### src/rtl/regfile_dump.sv
// Sequential debug reader: walks the integer register file through read port 2
// and streams each register as an index/data beat on a valid/ready interface.
module regfile_dump #(
  parameter int NREGS   = 32,
  parameter bit SKIP_X0 = 1'b0
) (
  input  logic        clk,
  input  logic        rst_n,
  input  logic        start,
  input  logic        abort,
  output logic        busy,
  output logic        done,
  output logic [31:0] rf_ra,
  input  logic [31:0] rf_dr,
  input  logic [31:0] rf_ra_other,
  input  logic        rf_we,
  input  logic [31:0] rf_wa,
  output logic        out_valid,
  input  logic        out_ready,
  output logic [4:0]  out_idx,
  output logic [31:0] out_data
);

  typedef enum logic [1:0] {
    IDLE  = 2'd0,
    ISSUE = 2'd1,
    WAIT  = 2'd2,
    HOLD  = 2'd3
  } state_e;

  localparam logic [4:0] FIRST_IDX = SKIP_X0 ? 5'd1 : 5'd0;
  localparam logic [4:0] LAST_IDX  = 5'(NREGS - 1);

  state_e      state_q, state_d;
  logic [4:0]  idx_q, idx_d;
  logic        out_valid_q, out_valid_d;
  logic [4:0]  out_idx_q, out_idx_d;
  logic [31:0] out_data_q, out_data_d;
  logic        done_q, done_d;
  logic        collision;

  // The register file suppresses its read whenever a write hits either read address.
  assign rf_ra     = {27'd0, idx_q};
  assign collision = rf_we && ((rf_wa == rf_ra) || (rf_wa == rf_ra_other));

  // Stream handshake: a beat transfers at a rising edge where out_valid && out_ready;
  // once raised, out_valid and the payload hold until that transfer (or abort/reset).
  always_comb begin
    state_d     = state_q;
    idx_d       = idx_q;
    out_valid_d = out_valid_q;
    out_idx_d   = out_idx_q;
    out_data_d  = out_data_q;
    done_d      = 1'b0;

    case (state_q)
      IDLE: begin
        if (start) begin
          idx_d   = FIRST_IDX;
          state_d = ISSUE;
        end
      end
      ISSUE: begin
        if (!collision) begin
          state_d = WAIT;
        end
      end
      WAIT: begin
        out_data_d  = rf_dr;
        out_idx_d   = idx_q;
        out_valid_d = 1'b1;
        state_d     = HOLD;
      end
      HOLD: begin
        if (out_ready) begin
          out_valid_d = 1'b0;
          if (idx_q == LAST_IDX) begin
            done_d  = 1'b1;
            state_d = IDLE;
          end else begin
            idx_d   = idx_q + 5'd1;
            state_d = ISSUE;
          end
        end
      end
      default: state_d = IDLE;
    endcase

    // Abort outranks a simultaneous handshake: the held beat is dropped.
    if (abort && (state_q != IDLE)) begin
      state_d     = IDLE;
      idx_d       = idx_q;
      out_valid_d = 1'b0;
      done_d      = 1'b0;
    end
  end

  always_ff @(posedge clk or negedge rst_n) begin
    if (!rst_n) begin
      state_q     <= IDLE;
      idx_q       <= 5'd0;
      out_valid_q <= 1'b0;
      out_idx_q   <= 5'd0;
      out_data_q  <= 32'd0;
      done_q      <= 1'b0;
    end else begin
      state_q     <= state_d;
      idx_q       <= idx_d;
      out_valid_q <= out_valid_d;
      out_idx_q   <= out_idx_d;
      out_data_q  <= out_data_d;
      done_q      <= done_d;
    end
  end

  assign busy      = (state_q != IDLE);
  assign done      = done_q;
  assign out_valid = out_valid_q;
  assign out_idx   = out_idx_q;
  assign out_data  = out_data_q;

endmodule

### config.mk
export PLATFORM = sky130hd
export DESIGN_NAME = regfile_dump
export DESIGN_NICKNAME = d
export VERILOG_FILES = /design/src/rtl/regfile_dump.sv
export SDC_FILE = /design/constraint.sdc
export NUM_CORES = 1
export LEC_CHECK = 0
export CAP_MARGIN = 40
export CORE_MARGIN = 2
export CORE_UTILIZATION = 27
export CTS_CLUSTER_SIZE = 14
export DETAILED_ROUTE_END_ITERATION = 6
export GPL_TIMING_DRIVEN = 0
export SLEW_MARGIN = 5
export SYNTH_ARGS = -nofsm -noshare
export SYNTH_HDL_FRONTEND = slang
export SYNTH_SLANG_ARGS = --single-unit
### constraint.sdc
create_clock -name clk -period 2.26 [get_ports clk]
set_input_delay 0.452 -clock clk [delete_from_list [all_inputs] [get_ports clk]]
set_output_delay 0.452 -clock clk [all_outputs]
set_load 0.02 [all_outputs]
# ---- Word level (Yosys, flattened, before mapping)
# Index checks and enable logic that the tools add are counted.
dict set report totals {
  ff_bits 46
  latchBits 0
  ram_bits 0
  mem_bits_ro 0
  output_inout_bits 72
  mem_count 0
}
dict set report classes {
  n_addsub 1
  multipliers 0
  div 0
  n_lt_le_gt_ge 0
  eq_ne 12
  n_shift 0
  muxes 17
  n_bitwise 1
  reduce_logical 10
}
# op count
set op_table {}
lappend op_table {{equality test 32 bit} 1}
lappend op_table {{equality test 32 x 5 -> 1 bit} 1}
lappend op_table {{two-way mux 5 bit} 3}
lappend op_table {{case mux 5 bit (2 select lines)} 1}
lappend op_table {{inequality test 3 bit, second input constant} 3}
lappend op_table {{two-way mux 2 bit} 4}
lappend op_table {{case mux 2 bit (4 select lines)} 1}
lappend op_table {{two-way mux 1 bit} 7}
lappend op_table {{inequality test 2 bit, second input constant} 3}
lappend op_table {{adder 5 x 1 -> 5 bit, second input constant} 1}
lappend op_table {{equality test 5 bit, second input constant} 1}
lappend op_table {{AND reduction 5 bit} 1}
lappend op_table {{equality test 2 bit, second input constant} 2}
lappend op_table {{nonzero test 2 bit} 2}
lappend op_table {{AND reduction 3 bit} 1}
lappend op_table {{nonzero test 3 bit} 1}
lappend op_table {{equality test 2 x 1 -> 1 bit, second input constant} 1}
lappend op_table {{logical AND 1 bit} 2}
lappend op_table {{zero test 2 bit} 1}
lappend op_table {{case mux 1 bit (2 select lines)} 1}
lappend op_table {{AND reduction 2 bit} 1}
lappend op_table {{logical OR 1 bit} 1}
lappend op_table {{NOT 1 bit} 1}

# ---- Depth between registers and ports, before layout
dict set report depth {
  ltp_word 6
  depth_mapped 8
}

# ---- Least setup slack after synthesis
# Ideal clock, no wire load.
dict set report synth_timing {
  kind {flip-flop to flip-flop}
  start {reg idx_q[0]}
  end {reg state_q[0]}
  setup_ns 0.132
  arrival_ns 1.825
  t_required_ns 2.128
  slack_ns 0.303
  path_stages_with_launch 9
  n_path_buf 0
  synth_period_minus_slack_ns 1.957
  path_cell_list {dfrtp_1 -> ha_1 -> and3_1 -> ha_1 -> inv_1 -> a31oi_1 -> o21ai_0 -> a222oi_1 -> nand3_1}
}
dict set report synth_between {
  elab_chain_len 5
}
# item line
set synth_rtl {}
lappend synth_rtl {{from (decl)} 35} ;# logic [4:0] idx_q, idx_d;
lappend synth_rtl {{from (signal assigned)} 108} ;# idx_q <= idx_d;
lappend synth_rtl {{equality test 32 x 5 -> 1 bit or equality test 5 bit (tied branches)} {44, 77}}
lappend synth_rtl {{logical OR 1 bit or two-way mux 1 bit (tied branches)} {44, 77}}
lappend synth_rtl {{logical AND 1 bit or two-way mux 2 bit (tied branches)} {44, 75}}
lappend synth_rtl {{inequality test 3 bit (no source line) or case mux 2 bit (4 select lines) (tied branches)} n/a}
lappend synth_rtl {{AND reduction 3 bit (no source line) or two-way mux 2 bit (tied branches)} n/a}
lappend synth_rtl {{to (signal assigned)} 107} ;# state_q <= state_d;
lappend synth_rtl {{to (decl)} 34} ;# state_e state_q, state_d;
# Several ways; a longest one is shown, not always the timed one. The select of a mux whose other input is x is not followed.
# A chain may end at the register's enable or synchronous reset.

# ---- Final worst setup path
# Same ends and word-level chain as after synthesis.

==> flow_metrics.py <==
metrics = {
    "place": {
        "dp_hpwl_um": 6420,
        "io_buffers": 146,
        "routabilityCongestion": 0.8631,
        "placed_area_mm2": 0.004441,
    },
    "yosys": {
        "yosys_most_used_dff": "dfrtp_1",
        "ys_seq_elements": 46,
        "synth_top_area_frac": 0.4263,
        "syn_inst": 231,
        "synth.largest_area_cell": "dfrtp_1",
        "synth_edf_count": 0,
        "synthDistinctLibCells": 40,
        "yosys_warnings": 0,
        "synthArstFlopShare": 1.000,
        "seq_area_frac_synth": 0.4263,
        "synth_area_mm2": 0.002700,
        "avgSynthCellArea_um2": 11.69,
        "synth.area.top_cells": "dfrtp_1 (43%), mux2_2 (16%), xnor2_1 (12%)",
    },
    "final_layout": {
        "final_area_mm2": 0.004561,
        "finish.utilization": 0.4688,
        "drive_above_1_share": 0.2282,
        "nets": 519,
        "synthToLayoutAreaGrowth_pct": 68.91,
        "antenna_cells": 0,
    },
    "clocking": {
        "cts_setup_buffers": 0,
        "cts.clk_slew.worst_paths_ns": 0.09,
        "postCtsHoldBufs": 0,
        "h-tree-depth": 2,
        "cts_buffers": 5,
        "cts.sinks": 46,
        "cts_tree": "yes",
        "clkLatencyLatePin_ns": 0.29,
        "cts_root_buffer": "clkbuf_8",
        "cts_buffer_depth": 2,
    },
    "critical_path": {
        "path_max_fanout": 8,
        "required_ns": 2.43,
        "startpoint_type": "flip-flop",
        "cp_num_buf_inv": 1,
        "critPathTopFamily": "compound AO/OA/AOI/OAI gates",
        "worstPathCellList": "ha_1 > and3_1 > ha_2 > inv_1 > a31oi_2 > o21ai_0 > a222oi_1 > nand3_1",
        "cp_slowest_stage_delay_ns": 0.47,
        "criticalPathCategory": "reg2reg",
        "arrival_ns": 2.20,
        "cp-end-kind": "flip-flop",
        "slowest_stage": "dfrtp_2",
    },
    "global_route": {
        "grt_overflow": 0,
        "grt_pass1_vias": 2408,
        "grt_max_degree": 25,
        "grt_pass1_wl_um": 12370,
        "grt_antenna_before_repair": 0,
        "grt_use_total": 0.1429,
    },
    "floorplan": {
        "core-area_mm2": 0.009729,
        "initial_core_util": 0.2775,
        "dieArea_mm2": 0.01082,
        "io_pins": 174,
        "die_w_um": 104,
        "die_h_um": 104,
        "rows": 36,
    },
    "sta": {
        "fin_tns_setup_ns": 0,
        "max_freq_ghz": 0.4924,
        "fin_crit_sh": 0.8987,
        "setup_violations": 0,
        "fin_crit_ns": 2.031,
        "hold_viol_final": 0,
        "maxSlewViolCount": 0,
        "worstMarginPinSlew_ns": 0.5438,
        "relSlewSlack": 0.6374,
        "rsz0062_at_grt": "no",
        "finClkSkew_ns": 0.006467,
    },
    "pwr": {
        "power.leakage_nw": 1.868,
        "irDropWorstVdd_uv": 592.9,
        "p_total_w": 0.004615,
        "power_density_mw_per_mm2": 1012,
    },
    "route": {
        "ant_nets": 0,
        "post_drt_wl_per_cell_um": 14.17,
        "vias": 2339,
        "drt-initial-drc-count": 57,
        "drc_errors": 0,
        "drtPass1Iterations": 4,
        "routed_wl_um": 7723,
        "vias_per_cell": 4.292,
    },
    "outcome": {
        "outcome": "finished clean",
    },
    "min_path": {
        "hold_class": "in2async",
    },
    "run": {
        "cap_violations": 0,
    },
}
[timing repair]
action / in CTS / in global routing
gates resized for setup: 2 / 4
pin swaps: 0 / 0
endpoints found under the setup margin: 2 / 2
cloned: 0 / 0
[state kept, by name, indices dropped and copies added (netlist names)]
register,cells
state_q,2
idx_q,5
out_valid,1
done,1
out_idx,5
out_data,32
[logic make-up (layout without fill, tap and decap cells)]
logic type / Yosys count / count (layout) / synth area share
flip-flops: 46 / 46 / 0.4263
multiplexers: 38 / 38 / 0.1585
AO/OA/AOI/OAI: 21 / 21 / 0.06163
other: 1 / 27 / 0.001389
AND/OR/NAND/NOR: 45 / 45 / 0.1131
XOR/XNOR: 37 / 37 / 0.1200
adder cells (fa/ha/maj): 6 / 6 / 0.02780
buffers and inverters: 37 / 192 / 0.09129
[Yosys cell counts (3+ instances only)]
cell type / count
a22o_1: 5
buf_2: 5
buf_4: 27
dfrtp_1: 46
ha_1: 6
inv_1: 5
mux2_2: 38
nand3_1: 5
nand4_1: 12
nor2_1: 3
nor3_1: 3
nor4_1: 6
o21ai_0: 3
xnor2_1: 37
[worst paths after layout]
path                                         start                  endpoint  slack, ns  depth (start not counted)
min reg2reg                out_data[6]$_DFFE_PN0N_   out_data[6]$_DFFE_PN0N_       0.51                          1
min                                          rst_n  out_data[20]$_DFFE_PN0N_       0.13                          1
max reg2reg                   idx_q[0]$_DFFE_PN0P_    state_q[0]$_DFFE_PN0P_       0.23                          8
max in group asynchronous                    rst_n      idx_q[1]$_DFFE_PN0P_       1.59                          2
max                           idx_q[0]$_DFFE_PN0P_    state_q[0]$_DFFE_PN0P_       0.23                          8
min in group clk           out_data[6]$_DFFE_PN0N_   out_data[6]$_DFFE_PN0N_       0.51                          1
[layout make-up]
class | instances | area [um^2]
Buffer | 32 | 227.7
Tap cell | 133 | 166.4
Clock buffer | 7 | 96.34
Clock inverter | 1 | 8.758
Sequential cell | 46 | 1155
Multi-Input combinational cell | 174 | 1409
Timing Repair Buffer | 147 | 1479
Fill cell | 944 | 5169
Inverter | 5 | 18.77
[placed cells by master, fill, tap and decap left out, drive strengths merged, types with 2 or more instances in the layout]
master,n
a21boi,2
nor4,8
conb,27
o21ai,3
a21oi,2
and3,2
a2111o,2
mux2,38
dfrtp,46
nand3,5
inv,5
a22o,5
and2,2
clkdlybuf4s50,144
xnor2,37
buf,34
clkbuf,7
nor3,4
nand4,12
nand2,2
ha,6
nand2b,2
nor2,3
[report_power, final]
part           switching [W]  internal [W]  leakage, nW  total [W]
Sequential          0.000242       0.00119        0.559    0.00143
Clock               0.000288      0.000281       0.0544   0.000569
Combinational        0.00119       0.00142         1.25    0.00261
Total                0.00172       0.00289         1.87    0.00462
[metrics by stage]
stage	setup WS (ns)	hold WS [ns]	cells
final	0.2290	0.1332	545
after global routing	0.008248	0.1724	545
after CTS	0.01093	0.1478	545
after detailed placement	0.01168	0.4823	537
after global placement	-0.7773	0.4881	536
after floorplan	0.3031	0.1564	257
[worst reg2reg max path, stage by stage, from the launching register on]
cell,delay [ns]
dfrtp_2,0.47
ha_1,0.20
and3_1,0.16
ha_2,0.26
inv_1,0.13
a31oi_2,0.22
o21ai_0,0.10
a222oi_1,0.25
nand3_1,0.11
[per-layer routing]
metal  wire length (um)  vias up  GRT usage
met5                  0        -          0
met2               4029       72     0.2580
met1               3178     1121     0.1703
met3                409       10    0.03634
li1                   -     1136          -
met4                106        0    0.03185
Note: power is estimated with default switching activity, not from simulation.
